===== config.mk =====
export PLATFORM = sky130hd
export DESIGN_NAME = mem_access_scheduler
export DESIGN_NICKNAME = d
export VERILOG_FILES = /design/src/rtl/mem_sched_pkg.sv /design/src/rtl/rr_arbiter2.sv /design/src/rtl/mem_access_scheduler.sv
export SDC_FILE = /design/constraint.sdc
export NUM_CORES = 1
export LEC_CHECK = 0
export CAP_MARGIN = 10
export CORE_MARGIN = 5
export CORE_UTILIZATION = 49
export CTS_CLUSTER_SIZE = 24
export DETAILED_ROUTE_END_ITERATION = 10
export GPL_TIMING_DRIVEN = 1
export HOLD_SLACK_MARGIN = 0.08
export PLACE_DENSITY = 0.88
export SYNTH_ARGS = -nofsm -noshare
export SYNTH_HDL_FRONTEND = slang
export SYNTH_SLANG_ARGS = --single-unit

===== constraint.sdc =====
create_clock -name clk -period 2.35 [get_ports clk]
set_input_delay 0.235 -clock clk [delete_from_list [all_inputs] [get_ports clk]]
set_output_delay 0.235 -clock clk [all_outputs]
set_load 0.05 [all_outputs]

===== src/rtl/mem_sched_pkg.sv =====
// mem_sched_pkg: shared types and burst-length helper for the memory access scheduler
package mem_sched_pkg;
  typedef enum logic [1:0] {RWC_IDLE = 2'd0, RWC_WRITE = 2'd1, RWC_READ = 2'd2, RWC_BYPASS = 2'd3} rwc_e;
  typedef enum logic [1:0] {ST_IDLE, ST_ISSUE, ST_WAIT} state_e;
  typedef enum logic {SIDE_WR = 1'b0, SIDE_RD = 1'b1} side_e;
  function automatic int unsigned eff_len(input int unsigned len, input int unsigned max_burst);
    return len == 0 ? 1 : (len > max_burst ? max_burst : len);
  endfunction
endpackage


===== src/rtl/rr_arbiter2.sv =====
// rr_arbiter2: 2-way round-robin (wr/rd) with bypass match; ports: req pair, match, take in; sel pair out
module rr_arbiter2
  import mem_sched_pkg::*;
(
  input  logic clk,
  input  logic rst,
  input  logic wr_req,
  input  logic rd_req,
  input  logic match,
  input  logic take,
  output logic sel_wr,
  output logic sel_rd
);
  side_e rr_last_q, rr_last_d;
  // rr_last only moves on a genuine contention; single requests and bypass leave it alone
  always_comb begin
    sel_wr = wr_req & (~rd_req | match | (rr_last_q == SIDE_RD));
    sel_rd = rd_req & (~wr_req | match | (rr_last_q == SIDE_WR));
    rr_last_d = (take & wr_req & rd_req & ~match) ? (sel_wr ? SIDE_WR : SIDE_RD) : rr_last_q;
  end
  always_ff @(posedge clk) rr_last_q <= rst ? SIDE_RD : rr_last_d;
endmodule


===== src/rtl/mem_access_scheduler.sv =====
// mem_access_scheduler: burst scheduler sharing a dual-port memory between a write and a read requester; ports: req/addr/len/gnt/beat per side, mem_rwc/wa/ra/start/done, busy, burst_done
module mem_access_scheduler
  import mem_sched_pkg::*;
#(
  parameter int DEPTH = 1024,
  localparam int AW = $clog2(DEPTH),
  parameter int MAX_BURST = 16,
  localparam int LW = $clog2(MAX_BURST + 1)
) (
  input  logic          clk,
  input  logic          rst,
  input  logic          wr_req,
  input  logic [AW-1:0] wr_addr,
  input  logic [LW-1:0] wr_len,
  output logic          wr_gnt,
  output logic          wr_beat,
  input  logic          rd_req,
  input  logic [AW-1:0] rd_addr,
  input  logic [LW-1:0] rd_len,
  output logic          rd_gnt,
  output logic          rd_beat,
  output logic [1:0]    mem_rwc,
  output logic [AW-1:0] mem_wa,
  output logic [AW-1:0] mem_ra,
  output logic          mem_start,
  input  logic          mem_done,
  output logic          busy,
  output logic          burst_done
);
  state_e state_q, state_d;
  rwc_e op_q, op_d;
  logic [AW-1:0] wa_q, wa_d, ra_q, ra_d;
  logic [LW-1:0] rem_q, rem_d, wr_eff, rd_eff;
  logic first_q, first_d, wr_beat_q, wr_beat_d, rd_beat_q, rd_beat_d, done_q, done_d;
  logic sel_wr, sel_rd, match;
  assign wr_eff = LW'(eff_len(32'(wr_len), MAX_BURST));
  assign rd_eff = LW'(eff_len(32'(rd_len), MAX_BURST));
  assign match = (wr_addr == rd_addr) && (wr_eff == rd_eff);
  rr_arbiter2 u_arb (
    .clk   (clk),
    .rst   (rst),
    .wr_req(wr_req),
    .rd_req(rd_req),
    .match (match),
    .take  (state_q == ST_IDLE),
    .sel_wr(sel_wr),
    .sel_rd(sel_rd)
  );
  // op bit0 marks write participation, bit1 read participation
  always_comb begin
    state_d = state_q;
    op_d = op_q;
    wa_d = wa_q;
    ra_d = ra_q;
    rem_d = rem_q;
    first_d = first_q;
    wr_beat_d = 1'b0;
    rd_beat_d = 1'b0;
    done_d = 1'b0;
    case (state_q)
      ST_IDLE: if (sel_wr | sel_rd) begin
        op_d = (sel_wr & sel_rd) ? RWC_BYPASS : (sel_wr ? RWC_WRITE : RWC_READ);
        wa_d = sel_wr ? wr_addr : wa_q;
        ra_d = sel_rd ? rd_addr : ra_q;
        rem_d = sel_wr ? wr_eff : rd_eff;
        first_d = 1'b1;
        state_d = ST_ISSUE;
      end
      ST_ISSUE: begin
        first_d = 1'b0;
        state_d = ST_WAIT;
      end
      ST_WAIT: if (mem_done) begin
        wr_beat_d = op_q[0];
        rd_beat_d = op_q[1];
        if (rem_q > LW'(1)) begin
          rem_d = rem_q - LW'(1);
          wa_d = op_q[0] ? wa_q + AW'(1) : wa_q;
          ra_d = op_q[1] ? ra_q + AW'(1) : ra_q;
          state_d = ST_ISSUE;
        end else begin
          done_d = 1'b1;
          state_d = ST_IDLE;
        end
      end
      default: state_d = ST_IDLE;
    endcase
  end
  always_ff @(posedge clk) begin
    if (rst) begin
      state_q <= ST_IDLE;
      op_q <= RWC_IDLE;
      wa_q <= '0;
      ra_q <= '0;
      rem_q <= '0;
      first_q <= 1'b0;
      wr_beat_q <= 1'b0;
      rd_beat_q <= 1'b0;
      done_q <= 1'b0;
    end else begin
      state_q <= state_d;
      op_q <= op_d;
      wa_q <= wa_d;
      ra_q <= ra_d;
      rem_q <= rem_d;
      first_q <= first_d;
      wr_beat_q <= wr_beat_d;
      rd_beat_q <= rd_beat_d;
      done_q <= done_d;
    end
  end
  assign mem_start = state_q == ST_ISSUE;
  assign wr_gnt = mem_start & first_q & op_q[0];
  assign rd_gnt = mem_start & first_q & op_q[1];
  assign mem_rwc = state_q == ST_IDLE ? RWC_IDLE : op_q;
  assign mem_wa = wa_q;
  assign mem_ra = ra_q;
  assign busy = state_q != ST_IDLE;
  assign wr_beat = wr_beat_q;
  assign rd_beat = rd_beat_q;
  assign burst_done = done_q;
endmodule


==> results.json <==
{
  "status": "finished clean",
  "grt.total_usage_pct": 24.4,
  "syn_inst_count": 313,
  "floorplan.io_pins": 64,
  "post_cts.resized_instances": 0,
  "fillers": 390,
  "syn_area_um2": 2410,
  "cts_made_buffers": 5,
  "postRouteAntennaNets": 0,
  "die_width_um": 80.2,
  "power_report.internal_total_mw": 1.13,
  "critical_path_peak_fanout": 6,
  "mappedNetlistNets": 352,
  "critical_path_arrival_ns": 2.48,
  "synth.area.top_cells": "dfxtp_1 28%, nand2_1 4.8%, nor2_1 4.5%, xor2_1 4.4%, a21oi_1 4.1%",
  "hold-worst-slack_ns": 0.474,
  "worstSetupStartpointType": "input pin",
  "ys_dominant_reg_cell": "dfxtp_1",
  "timing.final.crit_period_ns": 2.25,
  "power.density_cell_area_nw_per_um2": 528,
  "number_of_synthesized_flops_with_an_enable_pin": 0,
  "grt_setup_unrepaired": "no",
  "synth.largest_area_cell": "dfxtp_1",
  "placement.io_buffers": 63,
  "antenna_found_initial": 0,
  "maxSlewViolCount": 0,
  "route.detailed.vias_per_inst": 6.13,
  "placedInstanceArea_um2": 3310,
  "root_buffer": "clkbuf_8",
  "cts.hold.buffers_added": 0,
  "num_vias": 2844,
  "timing.clock.skew_ns": 0.00645,
  "power.clock.fraction_pct": 23.7,
  "drc_errors": 0,
  "crit_type": "in2reg",
  "drt_first_pass_iters": 5,
  "cts_max_path_buffers": 2,
  "max_slew_margin_pct": 64.7,
  "avgRoutedWirePerCell_um": 16.6,
  "fmax_mhz": 445,
  "holdCritPathClass": "reg2reg",
  "drv_cap": 0,
  "utilization_pct": 71.4,
  "finish.net_count": 437,
  "global_route_wire_length_before_repair_um": 12500,
  "drt-initial-drc-count": 227,
  "globalRouteOverflowTotal": 0,
  "synth-seq-area-share_pct": 28.2,
  "reg2reg_setup_slack_ns": 0.19,
  "stdcell_area_um2": 3390,
  "tightestPinTransition_ns": 0.528,
  "hold_vio_cnt_final": 0,
  "areaGrowthSynthToFinish_pct": 40.6,
  "synth-seq-cells": 34,
  "half_perimeter_wire_length_of_the_detailed_placement_result_um": 5800,
  "die_height_um": 80.2,
  "ratio_of_cells_with_drive_above_1_in_the_final_layout_pct": 14.1,
  "design.core.area_um2": 4750,
  "fin_total_pwr_mw": 1.79,
  "design.die.area_um2": 6430,
  "p_seq_share_pct": 38.4,
  "setup-tns-final_ns": 0,
  "clkSlewWorstSetupHoldPaths_ns": 0.06,
  "setup-violations-final": 0,
  "synthArstFlopShare_pct": 0,
  "placement_rows": 25,
  "place_congestion": 0.812,
  "clk-insertion-delay-late_ns": 0.29,
  "synth_area_per_cell_um2": 7.72,
  "initial_utilization_pct": 50.8,
  "first_global_vias": 2630,
  "ys_types": 59,
  "clock_sink_count": 34,
  "cts_setup_buffers": 0,
  "routed_wl_um": 7690,
  "h_tree_levels": 2,
  "power_switching_share_pct": 36.8,
  "worst_setup_path_end_kind": "flip-flop",
  "clock_tree_from_tritoncts": "done",
  "grt_start_max_net_pins": 46,
  "power_frac_comb_pct": 37.9,
  "synth_top_area_share_pct": 28.2,
  "switching_power_uw": 660,
  "worst_ir_drop_vdd_mv": 0.276,
  "cp_data_required_time_ns": 2.58,
  "antenna_cells_inserted": 0,
  "yosys_warnings": 0,
  "p_leak_nw": 1.30,
  "timing.final.crit_share_pct": 95.7
}
[layout make-up]
class                           instances  area, um^2  share of cell area (%)
Clock buffer                            6        82.6                    2.43
Inverter                                9        33.8                   0.995
Multi-Input combinational cell        252        1630                    48.0
Sequential cell                        34         681                    20.1
Tap cell                               67        83.8                    2.47
Timing Repair Buffer                   96         886                    26.1
[placed cells by master (no fill, tap or decap), drive strengths merged, types with 5 or more instances in the layout]
cell type,n
o211ai,11
nor2b,7
clkbuf,6
and2,5
inv,8
clkdlybuf4s50,61
dfxtp,34
and3,10
o21ai,18
o31ai,13
a32o,6
nor2,30
xor2,12
nor3,12
nand2,31
a21oi,20
a22oi,6
buf,35
nand3,11
[synth_stat cells (5+ instances only)]
cell type / n
a21oi_1: 20
a22oi_1: 6
a32o_1: 5
and2_1: 5
and3_1: 10
clkbuf_1: 12
dfxtp_1: 34
inv_1: 8
nand2_1: 31
nand3_1: 11
nor2_1: 29
nor2b_1: 7
nor3_1: 11
o211ai_1: 11
o21ai_0: 17
o31ai_1: 12
xor2_1: 12
[layer usage]
| metal | GRT usage [%] | share of wire [%] | vias to the layer above |
|---|---|---|---|
| li1 | - | - | 1339 |
| met1 | 31.7 | 41 | 1314 |
| met2 | 41.0 | 48 | 170 |
| met3 | 3.70 | 8.2 | 21 |
| met4 | 8.45 | 2.5 | 0 |
| met5 | 0 | 0 | - |
[final timing paths]
check	from	end	cells after the start
worst max register to register	rem_q[1]	mem_ra[4]	8
worst min register to register	first_q	first_q	2
worst min-delay path	first_q	first_q	2
worst max-delay path	wr_addr[4]	mem_ra[4]	9
[stage by stage]
step / cells / setup WS, ns
after floorplan: 313 / 0.164
after global placement: 458 / -0.163
after detailed placement: 458 / -0.184
after CTS: 464 / 0.0847
after global routing: 464 / 0.0174
final: 464 / 0.102
[power groups by stage]
stage	sequential, mW	combinational (mW)	clock, mW
4_1_cts	0.686	0.674	0.427
2_1_floorplan	0.771	0.320	0
3_5_place_dp	0.698	0.669	0
5_1_grt	0.697	0.728	0.458
3_3_place_gp	0.694	0.652	0
6_report	0.689	0.680	0.425
[state kept, by name, indices dropped and copies added (netlist names)]
| register | cells |
|---|---|
| state_q | 2 |
| mem_ra | 10 |
| op_q | 2 |
| burst_done | 1 |
| u_arb.rr_last_q | 1 |
| rd_beat | 1 |
| rem_q | 5 |
| first_q | 1 |
| wr_beat | 1 |
| mem_wa | 10 |
[critical path, cell delays in order]
cell	delay (ns)
clkdlybuf4s50_1	0.45
xor2_1	0.19
nor4_2	0.30
buf_4	0.18
nand4_4	0.13
o311a_1	0.47
buf_4	0.17
nor2_2	0.20
a32o_2	0.16
[cell families (layout without fill, tap and decap cells)]
logic type	Yosys count	count (layout)	share of synthesized area, %
compound gates	99	99	30.1
fa+ha+maj	4	4	2.07
flops	34	34	28.2
simple gates	132	132	28.9
buf+inv	27	111	4.46
mux	2	2	0.881
xor+xnor	15	15	5.44
Power figures use the tool's default switching activity.
